File: src/rtl/mem_seq_pkg.sv
// Shared types and helpers for the data-memory sequencer: state encoding,
// RISC-V load/store funct3 codes and the byte-lane base mask.
package mem_seq_pkg;

  typedef enum logic [2:0] {
    IDLE  = 3'd0,
    BEAT0 = 3'd1,
    BEAT1 = 3'd2,
    LAST  = 3'd3,
    RESP  = 3'd4
  } seqState_t;

  localparam logic [2:0] F3_B  = 3'd0;
  localparam logic [2:0] F3_H  = 3'd1;
  localparam logic [2:0] F3_W  = 3'd2;
  localparam logic [2:0] F3_BU = 3'd4;
  localparam logic [2:0] F3_HU = 3'd5;

  // Lane mask before shifting by the byte offset; undefined sizes give no lanes.
  function automatic logic [3:0] baseMask(input logic [2:0] func3);
    logic [3:0] mask;
    case (func3[1:0])
      2'd0:    mask = 4'h1;
      2'd1:    mask = 4'h3;
      2'd2:    mask = 4'hF;
      default: mask = 4'h0;
    endcase
    return mask;
  endfunction

  function automatic logic isLegal(input logic isWrite, input logic [2:0] func3);
    logic ok;
    if (isWrite) ok = (func3 == F3_B) || (func3 == F3_H) || (func3 == F3_W);
    else         ok = (func3 == F3_B) || (func3 == F3_H) || (func3 == F3_W) ||
                      (func3 == F3_BU) || (func3 == F3_HU);
    return ok;
  endfunction

endpackage

File: src/rtl/load_aligner.sv
// Combinational load alignment: shifts the {hi,lo} read pair down by the byte
// offset and sign- or zero-extends the selected byte/half/word.
module load_aligner
  import mem_seq_pkg::*;
(
  input  logic [63:0] pair,
  input  logic [1:0]  off,
  input  logic [2:0]  func3,
  output logic [31:0] result
);

  logic [31:0] word;

  assign word = 32'(pair >> {off, 3'b000});

  always_comb begin
    result = '0;
    case (func3)
      F3_B:    result = {{24{word[7]}}, word[7:0]};
      F3_H:    result = {{16{word[15]}}, word[15:0]};
      F3_W:    result = word;
      F3_BU:   result = {24'b0, word[7:0]};
      F3_HU:   result = {16'b0, word[15:0]};
      default: result = '0;
    endcase
  end

endmodule

File: src/rtl/data_mem_sequencer.sv
// MEM-stage to byte-enabled data RAM sequencer with registered response.
// Define MISALIGN_SPLIT_EN to split word-crossing accesses into two RAM beats.
module data_mem_sequencer
  import mem_seq_pkg::*;
#(
  parameter int AddrWidth    = 32,
  parameter int DataWidth    = 32,
  parameter int RamAddrWidth = 10
) (
  input  logic                    clk,
  input  logic                    rstN,
  input  logic                    reqValid,
  input  logic                    reqWrite,
  input  logic [2:0]              reqFunc3,
  input  logic [AddrWidth-1:0]    reqAddr,
  input  logic [DataWidth-1:0]    reqWdata,
  output logic                    reqReady,
  output logic                    busy,
  output logic                    rspValid,
  output logic [DataWidth-1:0]    rspRdata,
  output logic                    rspFault,
  output logic                    ramEn,
  output logic                    ramWe,
  output logic [3:0]              ramByteEn,
  output logic [RamAddrWidth-1:0] ramAddr,
  output logic [DataWidth-1:0]    ramWdata,
  input  logic [DataWidth-1:0]    ramRdata
);

  seqState_t   state, nextState;
  logic [1:0]  reqOff;
  logic [7:0]  reqMask8;
  logic        reqCross, reqFault;
  logic [63:0] reqShift;
  logic        writeReg, faultReg;
  logic [2:0]  f3Reg;
  logic [1:0]  offReg;
  logic [63:0] alignPair;
  logic [31:0] alignData;
  logic        unusedBits;

  assign reqOff   = reqAddr[1:0];
  assign reqMask8 = {4'b0000, baseMask(reqFunc3)} << reqOff;
  assign reqCross = |reqMask8[7:4];
  assign reqShift = {32'b0, reqWdata} << {reqOff, 3'b000};
  assign reqReady = (state == IDLE);
  assign busy     = (state != IDLE);

`ifdef MISALIGN_SPLIT_EN
  logic                    crossReg;
  logic [RamAddrWidth-1:0] wordReg;
  logic [3:0]              hiMaskReg;
  logic [31:0]             hiDataReg, loReg;

  assign reqFault   = !isLegal(reqWrite, reqFunc3);
  assign unusedBits = ^reqAddr[AddrWidth-1:RamAddrWidth+2];
  assign alignPair  = crossReg ? {ramRdata, loReg} : {32'b0, ramRdata};

  // Second-beat context; the first beat's read word arrives while in BEAT1.
  always_ff @(posedge clk or negedge rstN) begin
    if (!rstN) begin
      crossReg  <= 1'b0;
      wordReg   <= '0;
      hiMaskReg <= '0;
      hiDataReg <= '0;
      loReg     <= '0;
    end else begin
      if (reqValid && state == IDLE) begin
        crossReg  <= reqCross;
        wordReg   <= reqAddr[RamAddrWidth+1:2];
        hiMaskReg <= reqMask8[7:4];
        hiDataReg <= reqShift[63:32];
      end
      if (state == BEAT1) loReg <= ramRdata;
    end
  end
`else
  assign reqFault   = !isLegal(reqWrite, reqFunc3) || reqCross;
  assign unusedBits = ^{reqAddr[AddrWidth-1:RamAddrWidth+2], reqShift[63:32]};
  assign alignPair  = {32'b0, ramRdata};
`endif

  load_aligner u_align (
    .pair   (alignPair),
    .off    (offReg),
    .func3  (f3Reg),
    .result (alignData)
  );

  always_ff @(posedge clk or negedge rstN) begin
    if (!rstN) state <= IDLE;
    else       state <= nextState;
  end

  // Faults detour through LAST so every response leaves from the same point.
  always_comb begin
    nextState = state;
    case (state)
      IDLE:    if (reqValid) nextState = reqFault ? LAST : BEAT0;
`ifdef MISALIGN_SPLIT_EN
      BEAT0:   nextState = crossReg ? BEAT1 : LAST;
      BEAT1:   nextState = LAST;
`else
      BEAT0:   nextState = LAST;
`endif
      LAST:    nextState = RESP;
      RESP:    nextState = IDLE;
      default: nextState = IDLE;
    endcase
  end

  always_ff @(posedge clk or negedge rstN) begin
    if (!rstN) begin
      writeReg <= 1'b0;
      faultReg <= 1'b0;
      f3Reg    <= '0;
      offReg   <= '0;
    end else if (reqValid && state == IDLE) begin
      writeReg <= reqWrite;
      faultReg <= reqFault;
      f3Reg    <= reqFunc3;
      offReg   <= reqOff;
    end
  end

  // Outputs are loaded from the upcoming state so each beat is driven for the whole state.
  always_ff @(posedge clk or negedge rstN) begin
    if (!rstN) begin
      ramEn     <= 1'b0;
      ramWe     <= 1'b0;
      ramByteEn <= '0;
      ramAddr   <= '0;
      ramWdata  <= '0;
      rspValid  <= 1'b0;
      rspFault  <= 1'b0;
      rspRdata  <= '0;
    end else begin
      ramEn     <= 1'b0;
      ramWe     <= 1'b0;
      ramByteEn <= '0;
      ramAddr   <= '0;
      ramWdata  <= '0;
      case (nextState)
        BEAT0: begin
          ramEn     <= 1'b1;
          ramWe     <= reqWrite;
          ramAddr   <= reqAddr[RamAddrWidth+1:2];
          ramByteEn <= reqMask8[3:0];
          ramWdata  <= reqShift[31:0];
        end
`ifdef MISALIGN_SPLIT_EN
        BEAT1: begin
          ramEn     <= 1'b1;
          ramWe     <= writeReg;
          ramAddr   <= wordReg + RamAddrWidth'(1);
          ramByteEn <= hiMaskReg;
          ramWdata  <= hiDataReg;
        end
`endif
        default: ;
      endcase
      rspValid <= (nextState == RESP);
      rspFault <= (nextState == RESP) && faultReg;
      rspRdata <= ((nextState == RESP) && !faultReg && !writeReg) ? alignData : '0;
    end
  end

endmodule
File: config.mk
export PLATFORM = sky130hd
export DESIGN_NAME = data_mem_sequencer
export DESIGN_NICKNAME = d
export VERILOG_FILES = /design/src/rtl/mem_seq_pkg.sv /design/src/rtl/load_aligner.sv /design/src/rtl/data_mem_sequencer.sv
export SDC_FILE = /design/constraint.sdc
export NUM_CORES = 1
export LEC_CHECK = 0
export ABC_AREA = 0
export CAP_MARGIN = 25
export CORE_ASPECT_RATIO = 0.6
export CORE_UTILIZATION = 44
export DETAILED_ROUTE_END_ITERATION = 7
export GPL_TIMING_DRIVEN = 0
export PLACE_DENSITY = 0.91
export REMOVE_ABC_BUFFERS = 1
export SLEW_MARGIN = 40
export SYNTH_ARGS = -nofsm -noshare
export SYNTH_HDL_FRONTEND = slang
export SYNTH_HIERARCHICAL = 1
export SYNTH_SLANG_ARGS = --single-unit
File: constraint.sdc
create_clock -name clk -period 2.3 [get_ports clk]
set_input_delay 0.69 -clock clk [delete_from_list [all_inputs] [get_ports clk]]
set_output_delay 0.69 -clock clk [all_outputs]
set_load 0.005 [all_outputs]
==> flow_summary.ini, run 1 <==
[status]
run_status = finished clean

[placement]
gp_congestion = 0.747
place_hpwl_microns = 9010
portBuffers = 166
pre_cts_ws_ns = -0.887

[floorplan]
fp.dieW_microns = 136
dieArea_sq_mm = 0.0112
io_pins = 187
die_h_microns = 82.4
start_util = 0.466
row_count = 28
core_area_sq_mm = 0.0102

[job]
drv_cap = 0

[sta]
finalHoldViolations = 0
period_share = 0.979
setup_viol = 0
worst_slack_ns = 0.0484
rsz0062_at_grt = false
drv_slew = 0
max_freq_mhz = 444
final.setup_skew_ns = 0.00559
min_period_ns = 2.25
fin_setup_tns_ns = 0
worst_pin_slew_ns = 0.797
relSlewSlack = 0.469

[pwr]
peakVddDrop_mv = 0.468
power_leakage_uw = 0.00314
p_per_area_mw_per_mm2 = 806

[worst_setup_path]
arrival_ns = 2.47
critPathKind = in -> reg
crit_path_start_kind = input pin
r2r_setup_slack_ns = 0.07
r2r-end = rspRdata[11]$_DFF_PN0_
rr_worst_depth = 5
critPathMaxFanout = 8
crit_chain = clkdlybuf4s50_1, mux4_2, nand3b_1, o21ai_0, and2_1
worstReg2RegStart = offReg[0]$_DFFE_PN0P_
end_kind = flop
critPathMaxStageDelay_ns = 0.52
crit_required_ns = 2.52
cp_slowest_cell = mux4_2

[grt]
antenna_found_initial = 0
grt_overflow_total = 0
grt_max_degree = 53
grt_usage = 0.240
grt_pass1_wl_microns = 20000
grt_pass1_vias = 3911

[drt]
drc = 0
ant_nets = 0
finalWirelength_microns = 13100
post_drt_via_cell_ratio = 5.22
vias = 3901
routedWlPerCell_microns = 17.5
dr.pass1.iters = 4
first_iter_violations = 132

[layout]
syn_to_final_growth_pct = 48.7
drive_gt1_frac = 0.145
nFillCells = 721
n_antenna_cell = 0
multi_input_area_sq_mm = 0.00248
layout.nets = 717
regArea_sq_mm = 0.00231

[clocking]
cts_root_buffer = clkbuf_16
cts.sinks = 92
cts_tree = built
numCtsBuffers = 9
clockBufferDepth = 2
htreeDepth = 3
cts.clk_slew.worst_paths_ns = 0.06
clk_latency_ns = 0.33

[synth]
synth_area_leaders = dfrtp_1 49%, mux4_2 13%, and2_1 6.9%
yosys_warnings = 6
yosysMostFrequentCell = dfrtp_1
netlist_area_sq_mm = 0.00474
syn_inst = 401
synth-main-ff-cell = dfrtp_1
ys_types = 38
synth_edf_count = 0
synth_area_leader_cell = dfrtp_1
yosysTopAreaCellShare = 0.486
ys_seq_area_frac = 0.486
ys_seq_elements = 92
ys_top_cells_by_count = 92 x dfrtp_1, 52 x and2_1, 33 x nor2_1
async_flop_share = 1.00
avgSynthCellArea_sq_um = 11.8

[min_path]
hp-class = in -> async
[metrics by stage]
stage,instance area [sq um],power (uW),hold slack [ns],utilization,cells
finish,7040,5680,0.256,0.693,748
global route,7040,6010,0.270,0.693,748
floorplan,4720,3420,0.394,-,417
global placement,6560,4100,0.492,0.645,718
detailed placement,6630,4240,0.526,0.653,723
CTS,7020,5660,0.259,0.691,748
[timing repair]
action                     4_1_cts  5_1_grt
gates resized for setup         18        5
setup endpoints to repair       66       52
gates cloned                     4        0
buffers inserted                 6        0
pin swaps                        3        0
hold buffers                     0        0
[flip-flops by register name (all words and copies together) (netlist names)]
| signal | count |
|---|---|
| rspValid | 1 |
| ramAddr | 10 |
| state | 3 |
| rspRdata | 32 |
| ramByteEn | 4 |
| writeReg | 1 |
| ramWe | 1 |
| ramEn | 1 |
| rspFault | 1 |
| faultReg | 1 |
| f3Reg | 3 |
| ramWdata | 32 |
| offReg | 2 |
[how the worst max path moves through the flow]
stage / startpoint / end / slack, ns / depth (start not counted)
after floorplan: offReg[0]$_DFFE_PN0P_ / rspRdata[10]$_DFF_PN0_ / -0.23 / 4
after global placement: rstN / rspRdata[5]$_DFF_PN0_ / -2.62 / 1
after detailed placement: reqFunc3[1] / ramAddr[3]$_DFF_PN0_ / -0.89 / 8
after CTS: ramRdata[23] / rspRdata[30]$_DFF_PN0_ / 0.01 / 5
after global routing: offReg[0]$_DFFE_PN0P_ / rspRdata[11]$_DFF_PN0_ / 0.01 / 5
final: ramRdata[31] / rspRdata[11]$_DFF_PN0_ / 0.05 / 5
[cells in the final DEF (no fill, tap or decap), types with 2 or more instances in the layout]
cell               n
nor4_1             2
a211oi_1          16
a21oi_1           12
o21ai_0           12
clkbuf_16          9
clkinv_4           3
clkinv_2           4
nand2_1           21
nor2_1            32
dlygate4sd2_1      4
nand3b_1           2
dfrtp_4            2
mux2i_1           17
nand2b_1           3
mux4_2            28
buf_4              7
buf_2              4
inv_1             10
or4_4              2
a31oi_1           16
mux4_1             3
conb_1            48
and2_1            51
nor2b_1           18
clkdlybuf4s50_1  158
or2_4              2
mux2_2             6
ha_1               4
dfrtp_1           89
[metal layers]
layer  vias to the layer above  wire length [microns]  track usage
met5                         -                      0            0
met4                         0                    275       0.0778
met3                        24                    623       0.0543
met2                       137                   6530        0.411
met1                      1948                   5630        0.306
li1                       1792                      -            -
[logic make-up (layout without fill, tap and decap cells)]
group                    Yosys count  count (layout)  synth area share
AND/OR/NAND/NOR                  143             146             0.162
flip-flops                        92              92             0.486
AO/OA/AOI/OAI                     61              61            0.0835
multiplexers                      56              56             0.205
buffers and inverters             43             205            0.0497
adder cells (fa/ha/maj)            5               5            0.0132
other                              1              48          0.000792
[layout make-up]
class | count | share of cell area
Clock buffer | 9 | 0.0320
Clock inverter | 6 | 0.00586
Inverter | 12 | 0.00711
Sequential cell | 92 | 0.328
Tap cell | 135 | 0.0240
Timing Repair Buffer | 177 | 0.250
Multi-Input combinational cell | 316 | 0.352
Timing Repair inverter | 1 | 0.000711
[where the power goes]
| group | leakage, uW | switching, uW | total [uW] | internal (uW) |
|---|---|---|---|---|
| Clock | 0.000135 | 596 | 1320 | 727 |
| Combinational | 0.00175 | 993 | 2280 | 1290 |
| Sequential | 0.00126 | 293 | 2080 | 1780 |
[worst max-delay path: cells and delay by family]
kind | cells | cell delay, ns
and+or+nand+nor | 2 | 0.55
muxes | 1 | 0.52
buffers and inverters | 1 | 0.47
AOI/OAI and AO/OA | 1 | 0.24
(Power assumes the default switching activity.)
==> run 2: changes to the inputs <==
--- a/constraint.sdc
+++ b/constraint.sdc
@@ -3,2 +3,2 @@
 set_output_delay 0.69 -clock clk [all_outputs]
-set_load 0.005 [all_outputs]
+set_load 0.01 [all_outputs]
==> flow_summary.ini, run 2 (synthesis results as in run 1) <==
[pwr]
seq_power_share = 0.363
swShare = 0.336
p_clk_frac = 0.232
power_uw = 5720
intPower_uw = 3800
p_per_area_mw_per_mm2 = 813
p_comb_frac = 0.405
switching_power_uw = 1920
power_leakage_uw = 0.00314
peakVddDrop_mv = 0.472

[floorplan]
start_util = 0.466
core_area_sq_mm = 0.0102
row_count = 28
die_h_microns = 82.4
io_pins = 187
fp.dieW_microns = 136
dieArea_sq_mm = 0.0112

[sta]
relSlewSlack = 0.467
rsz0062_at_grt = false
period_share = 0.991
final.setup_skew_ns = 0.00514
max_freq_mhz = 439
fin_setup_tns_ns = 0
hold_ws_ns = 0.253
setup_viol = 0
min_period_ns = 2.28
drv_slew = 0
finalHoldViolations = 0
worst_pin_slew_ns = 0.800

[placement]
gp_congestion = 0.747
placement.cell_area_sq_mm = 0.00663
portBuffers = 166
place_hpwl_microns = 9010
dp.cells = 723

[layout]
mostFrequentLayoutCells = 158 x clkdlybuf4s50_1, 89 x dfrtp_1, 51 x and2_1
drive_gt1_frac = 0.145
multi_input_area_sq_mm = 0.00248
final_cells = 748
largestRegisters = ramWdata x32, rspRdata x32, ramAddr x10
n_antenna_cell = 0
post-route-cell-area_sq_mm = 0.00704
regArea_sq_mm = 0.00231
layout.nets = 717
final_common_cell = clkdlybuf4s50_1
syn_to_final_growth_pct = 48.7
nFillCells = 722

[worst_setup_path]
arrival_ns = 2.50
rr_worst_depth = 5
crit_required_ns = 2.52
crit_family = simple AND/OR/NAND/NOR gates
crit_path_start_kind = input pin
cp_num_buf_inv = 1
r2r_setup_slack_ns = 0.04
worstReg2RegStart = offReg[0]$_DFFE_PN0P_
cp_slowest_cell = mux4_2
r2r-end = rspRdata[11]$_DFF_PN0_
end_kind = flop
crit_chain = clkdlybuf4s50_1, mux4_2, nand3b_1, o21ai_0, and2_1
critPathMaxFanout = 8
critPathMaxStageDelay_ns = 0.52
critPathKind = in -> reg

[drt]
drc = 0
ant_nets = 0
routedWlPerCell_microns = 17.5
post_drt_via_cell_ratio = 5.18
dr.pass1.iters = 4
vias = 3878
finalWirelength_microns = 13100
first_iter_violations = 121

[clocking]
cts_root_buffer = clkbuf_16
cts.clk_slew.worst_paths_ns = 0.06
cts.sinks = 92
clockBufferDepth = 2
numCtsBuffers = 9
cts_tree = built
htreeDepth = 3
clk_latency_ns = 0.34
ctsHoldBuffers = 0

[grt]
antenna_found_initial = 0
grt_usage = 0.240
grt_pass1_wl_microns = 20000
grt_max_degree = 53
grt_pass1_vias = 3910
grt_overflow_total = 0

[min_path]
hp-class = in -> async

[status]
run_status = finished clean

[job]
drv_cap = 0
## run 2: cell counts in the layout (fill, tap and decap cells not counted)
No cell type changed its count.
## run 2: area by class of cell
cell class	count	area share
multi-input combinational	316	0.352
sequential	92	0.328
timing repair buffer	177	0.250
clock buffer	9	0.0320
tap	135	0.0240
inverter	12	0.00711
clock inverter	6	0.00586
timing repair inverter	1	0.000711
## run 2: repair_timing
action                                  CTS  global route
buffers inserted                          6             0
gates cloned                              4             0
gates resized for setup                  18             5
pin swaps                                 2             0
endpoints found under the setup margin   66            52
## run 2: metal layers
metal | wire, microns | share of wire | track usage | up-vias
met1 | 5630 | 0.43 | 0.306 | 1934
met2 | 6570 | 0.50 | 0.411 | 133
met4 | 262 | 0.020 | 0.0778 | 0
li1 | - | - | - | 1789
met3 | 630 | 0.048 | 0.0543 | 22
met5 | 0 | 0 | 0 | -
## run 2: power groups by stage
stage | registers (uW) | clock network [uW] | logic, uW
final | 2080 | 1330 | 2320
after global routing | 2100 | 1440 | 2510
after CTS | 2070 | 1360 | 2280
after detailed placement | 2100 | 0 | 2170
after global placement | 2180 | 0 | 1950
after floorplan | 2140 | 0 | 1320
## run 2: how the worst max path moves through the flow
| stage | start | to | slack [ns] | cells after the start |
|---|---|---|---|---|
| after floorplan | offReg[0]$_DFFE_PN0P_ | rspRdata[10]$_DFF_PN0_ | -0.23 | 4 |
| after global placement | rstN | rspRdata[5]$_DFF_PN0_ | -2.62 | 1 |
| after detailed placement | reqFunc3[1] | ramAddr[3]$_DFF_PN0_ | -0.89 | 8 |
| after CTS | ramRdata[23] | rspRdata[30]$_DFF_PN0_ | 0.01 | 5 |
| after global routing | offReg[0]$_DFFE_PN0P_ | rspRdata[11]$_DFF_PN0_ | 0.01 | 5 |
| final | ramRdata[31] | rspRdata[11]$_DFF_PN0_ | 0.02 | 5 |
## run 2: stage by stage
stage | setup slack, ns | utilization
2_1_floorplan | -0.227 | -
3_3_place_gp | -2.62 | 0.645
3_5_place_dp | -0.887 | 0.653
4_1_cts | 0.0146 | 0.691
5_1_grt | 0.0139 | 0.693
6_report | 0.0215 | 0.693
==> run 3: changes to the inputs <==
Settings changed: CORE_UTILIZATION 44 to 47, HOLD_SLACK_MARGIN set to 0.02, PLACE_DENSITY 0.91 to 0.95.
Clock period 2.3 ns to 2.7 ns, I/O delays scaled along.
==> flow_summary.ini, run 3 (synthesis results as in run 1) <==
[status]
run_status = finished clean

[layout]
layout.nets = 707
post-route-cell-area_sq_mm = 0.00693
mostFrequentLayoutCells = 163 x clkdlybuf4s50_1, 90 x dfrtp_1, 52 x and2_1
largestRegisters = ramWdata x32, rspRdata x32, ramAddr x10
final_common_cell = clkdlybuf4s50_1
drive_gt1_frac = 0.116
n_antenna_cell = 0
final_util = 0.733
syn_to_final_growth_pct = 46.4
nFillCells = 629

[clocking]
cts_root_buffer = clkbuf_16
clk_latency_ns = 0.34
numCtsBuffers = 9
clockBufferDepth = 2
ctsHoldBuffers = 0
cts.sinks = 92
cts_tree = built
htreeDepth = 3
cts.clk_slew.worst_paths_ns = 0.06

[pwr]
peakVddDrop_mv = 0.466
switching_power_uw = 1570
p_per_area_mw_per_mm2 = 700
swShare = 0.324
power_uw = 4850
p_comb_frac = 0.389
intPower_uw = 3280
p_clk_frac = 0.251
seq_power_share = 0.360
power_leakage_uw = 0.00310

[floorplan]
dieArea_sq_mm = 0.0105
fp.dieW_microns = 132
die_h_microns = 79.8
core_area_sq_mm = 0.00946
row_count = 27
io_pins = 187
start_util = 0.501

[drt]
dr.pass1.iters = 4
dr.max_layer_used = met4
met1_length_microns = 5050
met2WireLength_microns = 6250
routedWlPerCell_microns = 16.8
ant_nets = 0
post_drt_via_cell_ratio = 5.24
vias = 3845
wl_met3_microns = 736
first_iter_violations = 159
drc = 0
finalWirelength_microns = 12400

[sta]
relSlewSlack = 0.433
drv_slew = 0
period_share = 0.977
finalHoldViolations = 0
max_freq_mhz = 379
worst_slack_ns = 0.0616
setup_viol = 0
min_period_ns = 2.64
fin_setup_tns_ns = 0
worst_pin_slew_ns = 0.850
final.setup_skew_ns = 0.00896

[worst_setup_path]
cp_num_buf_inv = 2
end_kind = flop
critPathMaxFanout = 19
critPathMaxStageDelay_ns = 0.57
arrival_ns = 2.91
crit_chain = clkdlybuf4s50_1, or4b_4, a221o_1, or2_4, clkinv_2, and2_1
critPathKind = in -> reg
crit_path_start_kind = input pin
crit_family = simple AND/OR/NAND/NOR gates
cp_slowest_cell = or4b_4
crit_required_ns = 2.97

[placement]
place_hpwl_microns = 9240
portBuffers = 166
gp_congestion = 0.809
placement.cell_area_sq_mm = 0.00663
pre_cts_ws_ns = -0.674

[grt]
grt_pass1_vias = 3916
grt_overflow_total = 0
grt_usage = 0.243
antenna_found_initial = 0
grt_pass1_wl_microns = 19400
grt_max_degree = 53

[min_path]
hp-class = in -> async

[job]
drv_cap = 0
## run 3: changes by cell type in the layout (fill, tap and decap cells not counted), moves of 2 or more
cell / change
clkdlybuf4s50_1: +5
dlygate4sd2_1: -4
clkinv_4: -2
buf_4: -7
## run 3: stage by stage
step | std cells | hold slack, ns
after floorplan | 417 | 0.481
after global placement | 713 | 0.493
after CTS | 734 | 0.374
after detailed placement | 718 | 0.527
final | 734 | 0.374
after global routing | 734 | 0.393
## run 3: area by class of cell
class | count | area (sq um) | share of cell area
Multi-Input combinational cell | 313 | 2410 | 0.348
Sequential cell | 92 | 2310 | 0.333
Timing Repair Buffer | 171 | 1720 | 0.247
Clock buffer | 10 | 229 | 0.0330
Tap cell | 130 | 163 | 0.0235
Clock inverter | 6 | 62.6 | 0.00902
Inverter | 12 | 46.3 | 0.00668
## run 3: routing by layer
metal / vias to the layer above / track usage
met3: 33 / 0.0508
met2: 167 / 0.426
met5: - / 0
li1: 1770 / -
met1: 1875 / 0.298
met4: 0 / 0.0977
## run 3: worst register-to-register path, stage by stage, from the launching register on
cell and delay, ns:
dfrtp_2 0.87, mux2_2 0.43, a32oi_2 0.67, a31oi_1 0.16, and2_1 0.19
## run 3: final timing paths
path / cells past startpoint / start / end / slack (ns)
worst min-delay path: 1 / rstN / ramWdata[22]$_DFF_PN0_ / 0.37
worst max-delay path: 6 / reqValid / ramAddr[5]$_DFF_PN0_ / 0.06
worst min register to register: 1 / writeReg$_DFFE_PN0P_ / writeReg$_DFFE_PN0P_ / 0.54
min in group clk: 1 / writeReg$_DFFE_PN0P_ / writeReg$_DFFE_PN0P_ / 0.54
max in group asynchronous: 2 / rstN / offReg[1]$_DFFE_PN0P_ / 1.74
worst max register to register: 4 / offReg[1]$_DFFE_PN0P_ / rspRdata[23]$_DFF_PN0_ / 0.27
## run 3: timing repair
action,in CTS,in global routing
buffers inserted,0,0
gates resized for setup,2,2
setup endpoints to repair,21,7
## run 3: power groups by stage
stage / Combinational [uW] / Clock [uW] / Sequential (uW)
after global placement: 1660 / 0 / 1860
final: 1890 / 1220 / 1750
after CTS: 1890 / 1250 / 1740
after detailed placement: 1880 / 0 / 1770
after global routing: 2050 / 1310 / 1770
after floorplan: 1120 / 0 / 1830
